==> config.mk <==
export PLATFORM = sky130hd
export DESIGN_NAME = inv_add_round_key_stage
export DESIGN_NICKNAME = d
export VERILOG_FILES = /design/src/rtl/inv_add_round_key_stage.sv
export SDC_FILE = /design/constraint.sdc
export NUM_CORES = 2
export LEC_CHECK = 0
export ABC_AREA = 1
export CORE_UTILIZATION = 40
export DETAILED_ROUTE_END_ITERATION = 12
export RECOVER_POWER = 50
export SYNTH_ARGS = -nofsm -noshare
export SYNTH_HDL_FRONTEND = slang
export SYNTH_SLANG_ARGS = --single-unit
==> constraint.sdc <==
create_clock -name clk -period 10.6 [get_ports clk]
set_input_delay 2.12 -clock clk [delete_from_list [all_inputs] [get_ports clk]]
set_output_delay 2.12 -clock clk [all_outputs]
set_load 0.1 [all_outputs]
==> src/rtl/inv_add_round_key_stage.sv <==
// inv_add_round_key_stage: registered AES AddRoundKey stage for the decryption datapath, with a 2-entry skid buffer.
// Optional feature macro: INV_ARK_PARITY_EN (per-byte even parity on stored round keys).
// Ports:
//   clk, rst                       clock, async active-high reset
//   key_we/key_addr/key_wdata      round-key store write port (indices 0..NR)
//   key_clear                      invalidate every stored key
//   in_valid/in_ready/in_data/in_round        upstream state handshake
//   out_valid/out_ready/out_data/out_round    downstream state handshake
//   out_skip_mix                   round tag is 0 or NR, so InvMixColumns is bypassed
//   err_no_key, err_parity         sticky error flags
module inv_add_round_key_stage #(
    parameter int NR = 10,
    parameter int RW = 4
) (
    input  logic          clk,
    input  logic          rst,
    input  logic          key_we,
    input  logic [RW-1:0] key_addr,
    input  logic [127:0]  key_wdata,
    input  logic          key_clear,
    input  logic          in_valid,
    output logic          in_ready,
    input  logic [127:0]  in_data,
    input  logic [RW-1:0] in_round,
    output logic          out_valid,
    input  logic          out_ready,
    output logic [127:0]  out_data,
    output logic [RW-1:0] out_round,
    output logic          out_skip_mix,
    output logic          err_no_key,
    output logic          err_parity
);
    localparam int NK = NR + 1;
    localparam logic [RW-1:0] NRV = RW'(NR);
    logic [127:0] keys [0:NR];
    logic [NR:0] kvalid, kvalid_n;
    logic [127:0] s_data, rkey, xdata;
    logic [RW-1:0] s_round, ridx;
    logic s_valid, s_next, in_hit, kv, wr_ok, accept, drain;
    always_comb begin
        in_hit = in_round <= NRV;
        ridx = in_hit ? in_round : '0;
        kv = in_hit && kvalid[ridx];
        rkey = kv ? keys[ridx] : '0;
        xdata = in_data ^ rkey;
        wr_ok = key_we && (key_addr <= NRV);
        // clear is applied before the write so a simultaneous write survives
        kvalid_n = (key_clear ? '0 : kvalid) | (wr_ok ? (NK'(1) << key_addr) : '0);
        accept = in_valid && in_ready;
        drain = out_valid && out_ready;
        s_next = s_valid ? !drain : (accept && out_valid && !drain);
    end
    assign out_skip_mix = out_valid && (out_round == NRV || out_round == '0);
    always_ff @(posedge clk) begin
        if (wr_ok) keys[key_addr] <= key_wdata;
    end
`ifdef INV_ARK_PARITY_EN
    logic [15:0] kpar [0:NR];
    logic par_bad;
    function automatic logic [15:0] par16(input logic [127:0] d);
        for (int k = 0; k < 16; k++) par16[k] = ^d[8*k +: 8];
    endfunction
    always_ff @(posedge clk) begin
        if (wr_ok) kpar[key_addr] <= par16(key_wdata);
    end
    assign par_bad = accept && kv && (par16(keys[ridx]) != kpar[ridx]);
    always_ff @(posedge clk or posedge rst) begin
        if (rst) err_parity <= 1'b0;
        else if (par_bad) err_parity <= 1'b1;
    end
`else
    assign err_parity = 1'b0;
`endif
    always_ff @(posedge clk or posedge rst) begin
        if (rst) begin
            out_valid  <= 1'b0;
            out_data   <= '0;
            out_round  <= '0;
            s_valid    <= 1'b0;
            s_data     <= '0;
            s_round    <= '0;
            in_ready   <= 1'b1;
            kvalid     <= '0;
            err_no_key <= 1'b0;
        end else begin
            kvalid     <= kvalid_n;
            err_no_key <= err_no_key | (accept && !kv);
            in_ready   <= !s_next;
            // in_ready is always !s_valid, so no accept can coincide with the S->M move
            if (drain && s_valid) begin
                out_data  <= s_data;
                out_round <= s_round;
                s_valid   <= 1'b0;
            end else if (accept && (!out_valid || drain)) begin
                out_valid <= 1'b1;
                out_data  <= xdata;
                out_round <= in_round;
            end else if (accept) begin
                s_valid <= 1'b1;
                s_data  <= xdata;
                s_round <= in_round;
            end else if (drain) begin
                out_valid <= 1'b0;
            end
        end
    end
endmodule
After elaboration in Yosys (flattened, before gate mapping). Memory sizes are Yosys's and may differ from the RTL's. Cells that the tools add are included.

Register bits: 279. Bits in writable memories: 1408. Input port bits: 270. Output and inout bits: 137. Word-level logic and storage cells: 64. Memories kept: 1.

Magnitude comparators: 3. Equal/unequal tests: 3. Shift operators: 1. Muxes and demuxes: 19. Bitwise operators: 5. Reductions and logical operators: 23.

Memories: keys (words 11, width 128, rd ports 1, clocked after memory_dff 0, wr ports 1, line 35) `logic [127:0] keys [0:NR];`.

Operator list (count): 128-bit 2-to-1 mux (3); 128-bit bitwise XOR (1); 11-bit 2-to-1 mux (2); 4-bit 2-to-1 mux (3); 11-bit OR (1); 1-bit by 4-bit << shifter with 11-bit output (first input constant) (1); 1-bit logical AND (10); 1-bit 2-to-1 mux (10); 4-bit less-or-equal comparator (second input constant) (2); 3-bit AND reduction (2); 2-bit nonzero test (3); 4-bit by 5-bit less-than comparator with 1-bit output (second input constant) (1); 1-bit binary-select mux with 4-bit select (1); 4-bit == test (second input constant) (1); 1-bit zero test (4); 4-bit zero test (1); 1-bit logical OR (2); 2-bit by 1-bit != test with 1-bit output (second input constant) (1); 2-bit != test (second input constant) (1); 1-bit NOT (2); 2-bit AND reduction (1); 1-bit OR (1).

Logic depth before layout (Yosys ltp).
Depth after elaboration: 9. Gate-level depth with buffers: 19. Depth with buffers taken out: 15.

Worst setup path before layout. Ideal clock, no wire load.

Path kind: input to register. From: input port key_addr[2]. To: memory keys[0][0], enable pin. Library setup time: 0.617 ns. Arrival: 7.887 ns. Required time: 9.983 ns. Setup slack: 2.095 ns. Stages on the path: 5. Buffers on the path: 0. Path through: inv_1 -> nand2_1 -> a21oi_1 -> nand2_1 -> nor2_1.

Cells in the longest elaborated chain, start to end: 4.

Ends and longest elaborated chain: from (decl) (line 18) `input logic [RW-1:0] key_addr,`; 4-bit less-or-equal comparator (line 46) `wr_ok = key_we && (key_addr <= NRV);`; 1-bit logical AND (line 46); 1-bit 2-to-1 mux (line 55) `if (wr_ok) keys[key_addr] <= key_wdata;`; 1-bit 2-to-1 mux (not written as such) (line 55); to (decl) (line 35).

Parallel ways exist; a longest one is shown, timed or not.

Final worst setup path.
From: input port out_ready. To: register out_data[20].

Cells in the longest elaborated chain, start to end: 4. Elaborated cells between the ends (all ways): 6. Classes of those cells: mux (1); reduce/logical (5).

Ends and longest elaborated chain: from (decl) (line 26) `input logic out_ready,`; 1-bit logical AND * (line 50) `drain = out_valid && out_ready;`; 1-bit logical OR (line 94) `end else if (accept && (!out_valid || drain)) begin`; 1-bit logical AND (line 94); 2-bit nonzero test (no line); to (signal assigned) (line 91) `out_data <= s_data;`; to (signal assigned) (line 96) `out_data <= xdata;`; to (decl) (line 27) `output logic [127:0] out_data,`.

Every way passes the cells marked *; elsewhere a longest branch is shown, timed or not. A chain may end at the register's enable or synchronous reset.

==> reports/metrics.csv <==
stage,metric,value,unit
cts,cts_sinks,1687,
die,io_pins,407,
logic_synthesis,ys_seq_elements,1687,
logic_synthesis,syn_inst,6199,
logic_synthesis,netlist.area_leader.share,0.611,
sta,fmax,135,MHz
worst_setup_path,end_kind,flip-flop,
cts,hold_buffers,0,
die,core_area,172000,sq um
logic_synthesis,synth_nets,6469,
routing,vias,48245,
sta,fin_skew,0.0315,ns
logic_synthesis,ys_top_cells_by_area,"edfxtp_1, dfrtp_1, nand2_1, nand3_1, o21ai_1",
sta,slew_headroom,-2.63,
sta,finalSetupViolations,0,
status,violations,"capacitance limit, slew limit",
sta,finalCritPeriodShare,0.700,
placement,io_buffers,405,
worst_setup_path,worstPathMaxFanout,70,
logic_synthesis,synth_cell_type_count,28,
routing,final_antenna_net_count,0,
global_routing,grt_pass1_vias,46288,
cts,clockBufferDepth,3,
power,leakage,0.0308,uW
routing,wl_per_cell,22.6,um
global_routing,grt_max_degree,218,
logic_synthesis,ys_seq_area_frac,0.712,
global_routing,grt_pass1_wl,301000,um
worst_setup_path,r2r_slack,4.50,ns
die,fp.dieW,418,um
power,power_density,229,nW/um^2
global_routing,gr-usage-all-layers,0.229,
routing,vias_per_cell,5.40,
die,initial_core_util,0.403,
cts,cts_tree,done,
sta,slew_viol_final,256,
routing,wl,202000,um
routing,drc_errors,0,
global_routing,grt_antenna_before_repair,70,
logic_synthesis,ys_warn_count,0,
worst_setup_path,cpMaxStageDelayCell,clkbuf_1,
placement,gp_congestion,0.764,
die,die_h,418,um
worst_setup_path,slowest_delay,3.03,ns
global_routing,grt_overflow,0,
cts,numCtsBuffers,179,
worst_setup_path,startpoint_type,primary input,
sta,hold_viol,0,
status,outcome,"complete, but fails checks",
routing,drtPass1Iterations,6,
min_path,worstHoldPathType,reg2reg,
logic_synthesis,yosys.area.top_type,edfxtp_1,
die,dieArea,175000,sq um
final_layout,fin_area,81000,sq um
worst_setup_path,critPathRequiredTime,11.31,ns
die,row_count,152,
routing,drtIter0Drc,4611,
cts,clk_latency,0.83,ns
worst_setup_path,path_class,in2reg,
cts,h-tree-depth,4,
cts,cts-resized-gates,0,
final_layout,final_nets,6712,
worst_setup_path,cpMostUsedCell,nand2_1,
worst_setup_path,crit_arrival,8.13,ns
logic_synthesis,synth_area_per_cell,11.2,sq um
placement,place_area,75100,sq um
final_layout,final_util,0.472,
final_layout,area.growth.synth_to_final,17.1,%
worst_setup_path,path_cells,dlygate4sd3_1 > inv_1 > nor3_1 > clkbuf_1 > inv_1 > nand2_1 > inv_6 > buf_4 > nand2_1 > nand2_1,
cts,cts.reportedPaths.clkPinSlew,0.06,ns
sta,rsz0062_at_grt,no,
sta,fin_setup_tns,0,ns
power,vdd_drop_max,174,uV
sta,period_needed,7.42,ns
sta,worstMarginPinSlew,5.41,ns
cts,postCtsSetupBuffers,0,
logic_synthesis,synth_area,69200,sq um
cts,root_buffer,clkbuf_16,
placement,dp_hpwl,103000,um
job,timing.max_cap.violations,6,
final_layout,drive_gt1_frac,0.0529,
==> synth_stat cells <==
cell / number
conb_1: 1
o21ai_0: 149
buf_1: 29
inv_1: 163
nor3_1: 2
inv_2: 2
o22ai_1: 11
buf_4: 13
nand2_4: 2
a22oi_1: 132
dfstp_2: 1
buf_2: 144
dfrtp_1: 278
o21ai_1: 244
o21bai_1: 1
nand2_2: 2
nand3b_1: 2
nor2_1: 275
edfxtp_1: 1408
nand3_1: 1164
clkbuf_1: 208
clkbuf_2: 10
a21oi_1: 129
xor2_1: 1
buf_6: 8
nor4_1: 1
o2111ai_1: 1
nand2_1: 1818
==> flip-flops by register name (all words and copies together), names as in the netlist <==
register	flops
out_valid	1
s_round	4
out_data	128
out_round	4
s_data	128
err_no_key	1
in_ready	1
s_valid	1
kvalid	11
keys	1408
==> power by group <==
part	switching (uW)	internal [uW]
sequential	356	7790
combinational	3150	986
clock	2650	3600
==> final timing paths <==
kind | from | end | cells after the start
hold / removal | err_no_key | err_no_key | 1
setup reg to reg | out_valid | out_data[20] | 9
setup / recovery | out_ready | out_data[20] | 10
hold reg to reg | err_no_key | err_no_key | 1
max in group asynchronous | rst | s_data[19] | 3
min in group asynchronous | rst | s_data[77] | 2
==> through the flow <==
stage	power [uW]	setup slack, ns	hold WS [ns]	std cells
global placement	12400	3.08	0.461	8571
global route	19200	2.89	0.494	8919
CTS	18700	3.86	0.482	8904
finish	18500	3.18	0.475	8928
floorplan	11100	0.788	0.449	6199
detailed placement	12400	2.96	0.465	8571
==> worst max-delay path: cells and delay by family <==
family | cells | cell delay, ns
simple gates | 4 | 1.11
buf+inv | 6 | 4.74
==> routing by layer <==
layer / up-vias / GRT usage / share of wire
li1: 22208 / - / -
met4: 46 / 0.0900 / 0.035
met5: - / 0 / 0.0014
met2: 1691 / 0.379 / 0.49
met1: 23917 / 0.300 / 0.41
met3: 383 / 0.0381 / 0.064
==> cell usage in the layout, fill, tap and decap left out, types with 2 or more instances in the layout <==
cell type | netlist | layout
nand2_1 | 1818 | 1816
edfxtp_1 | 1408 | 1408
nand3_1 | 1164 | 1164
dfrtp_1 | 278 | 278
clkdlybuf4s50_1 | 0 | 267
nor2_1 | 275 | 266
o21ai_1 | 244 | 244
clkbuf_16 | 0 | 182
inv_1 | 163 | 159
o21ai_0 | 149 | 149
a22oi_1 | 132 | 132
dlygate4sd3_1 | 0 | 132
a21oi_1 | 129 | 129
buf_4 | 13 | 59
clkbuf_1 | 208 | 52
clkinv_2 | 0 | 30
clkinv_1 | 0 | 30
diode_2 | 0 | 24
bufinv_16 | 0 | 14
clkbuf_8 | 0 | 12
o22ai_1 | 11 | 11
buf_12 | 0 | 11
nor2_4 | 0 | 9
inv_16 | 0 | 5
inv_6 | 0 | 4
clkinvlp_4 | 0 | 4
nand2_8 | 0 | 3
clkinv_16 | 0 | 3
nand2_4 | 2 | 2
nand3b_1 | 2 | 2
clkinv_8 | 0 | 2
==> final cells by class <==
type	count	area, sq um
Fill cell	15423	90800
Sequential cell	1687	49300
Multi-Input combinational cell	3935	17600
Clock buffer	243	4900
Timing Repair Buffer	474	4690
Tap cell	2310	2890
Clock inverter	90	953
Inverter	165	646
Antenna cell	24	60.1
==> cell families (layout without fill, tap and decap cells) <==
logic type                count (synthesis)  after routing  share of synthesized area
and+or+nand+nor                        3266           3266                      0.199
DFF                                    1687           1687                      0.712
AOI/OAI and AO/OA                       667            667                     0.0533
xor gates and xnor gates                  1              1                   0.000127
other                                     1             25                  0.0000542
buffers and inverters                   577            972                     0.0357
Note: power is estimated with default switching activity, not from simulation.
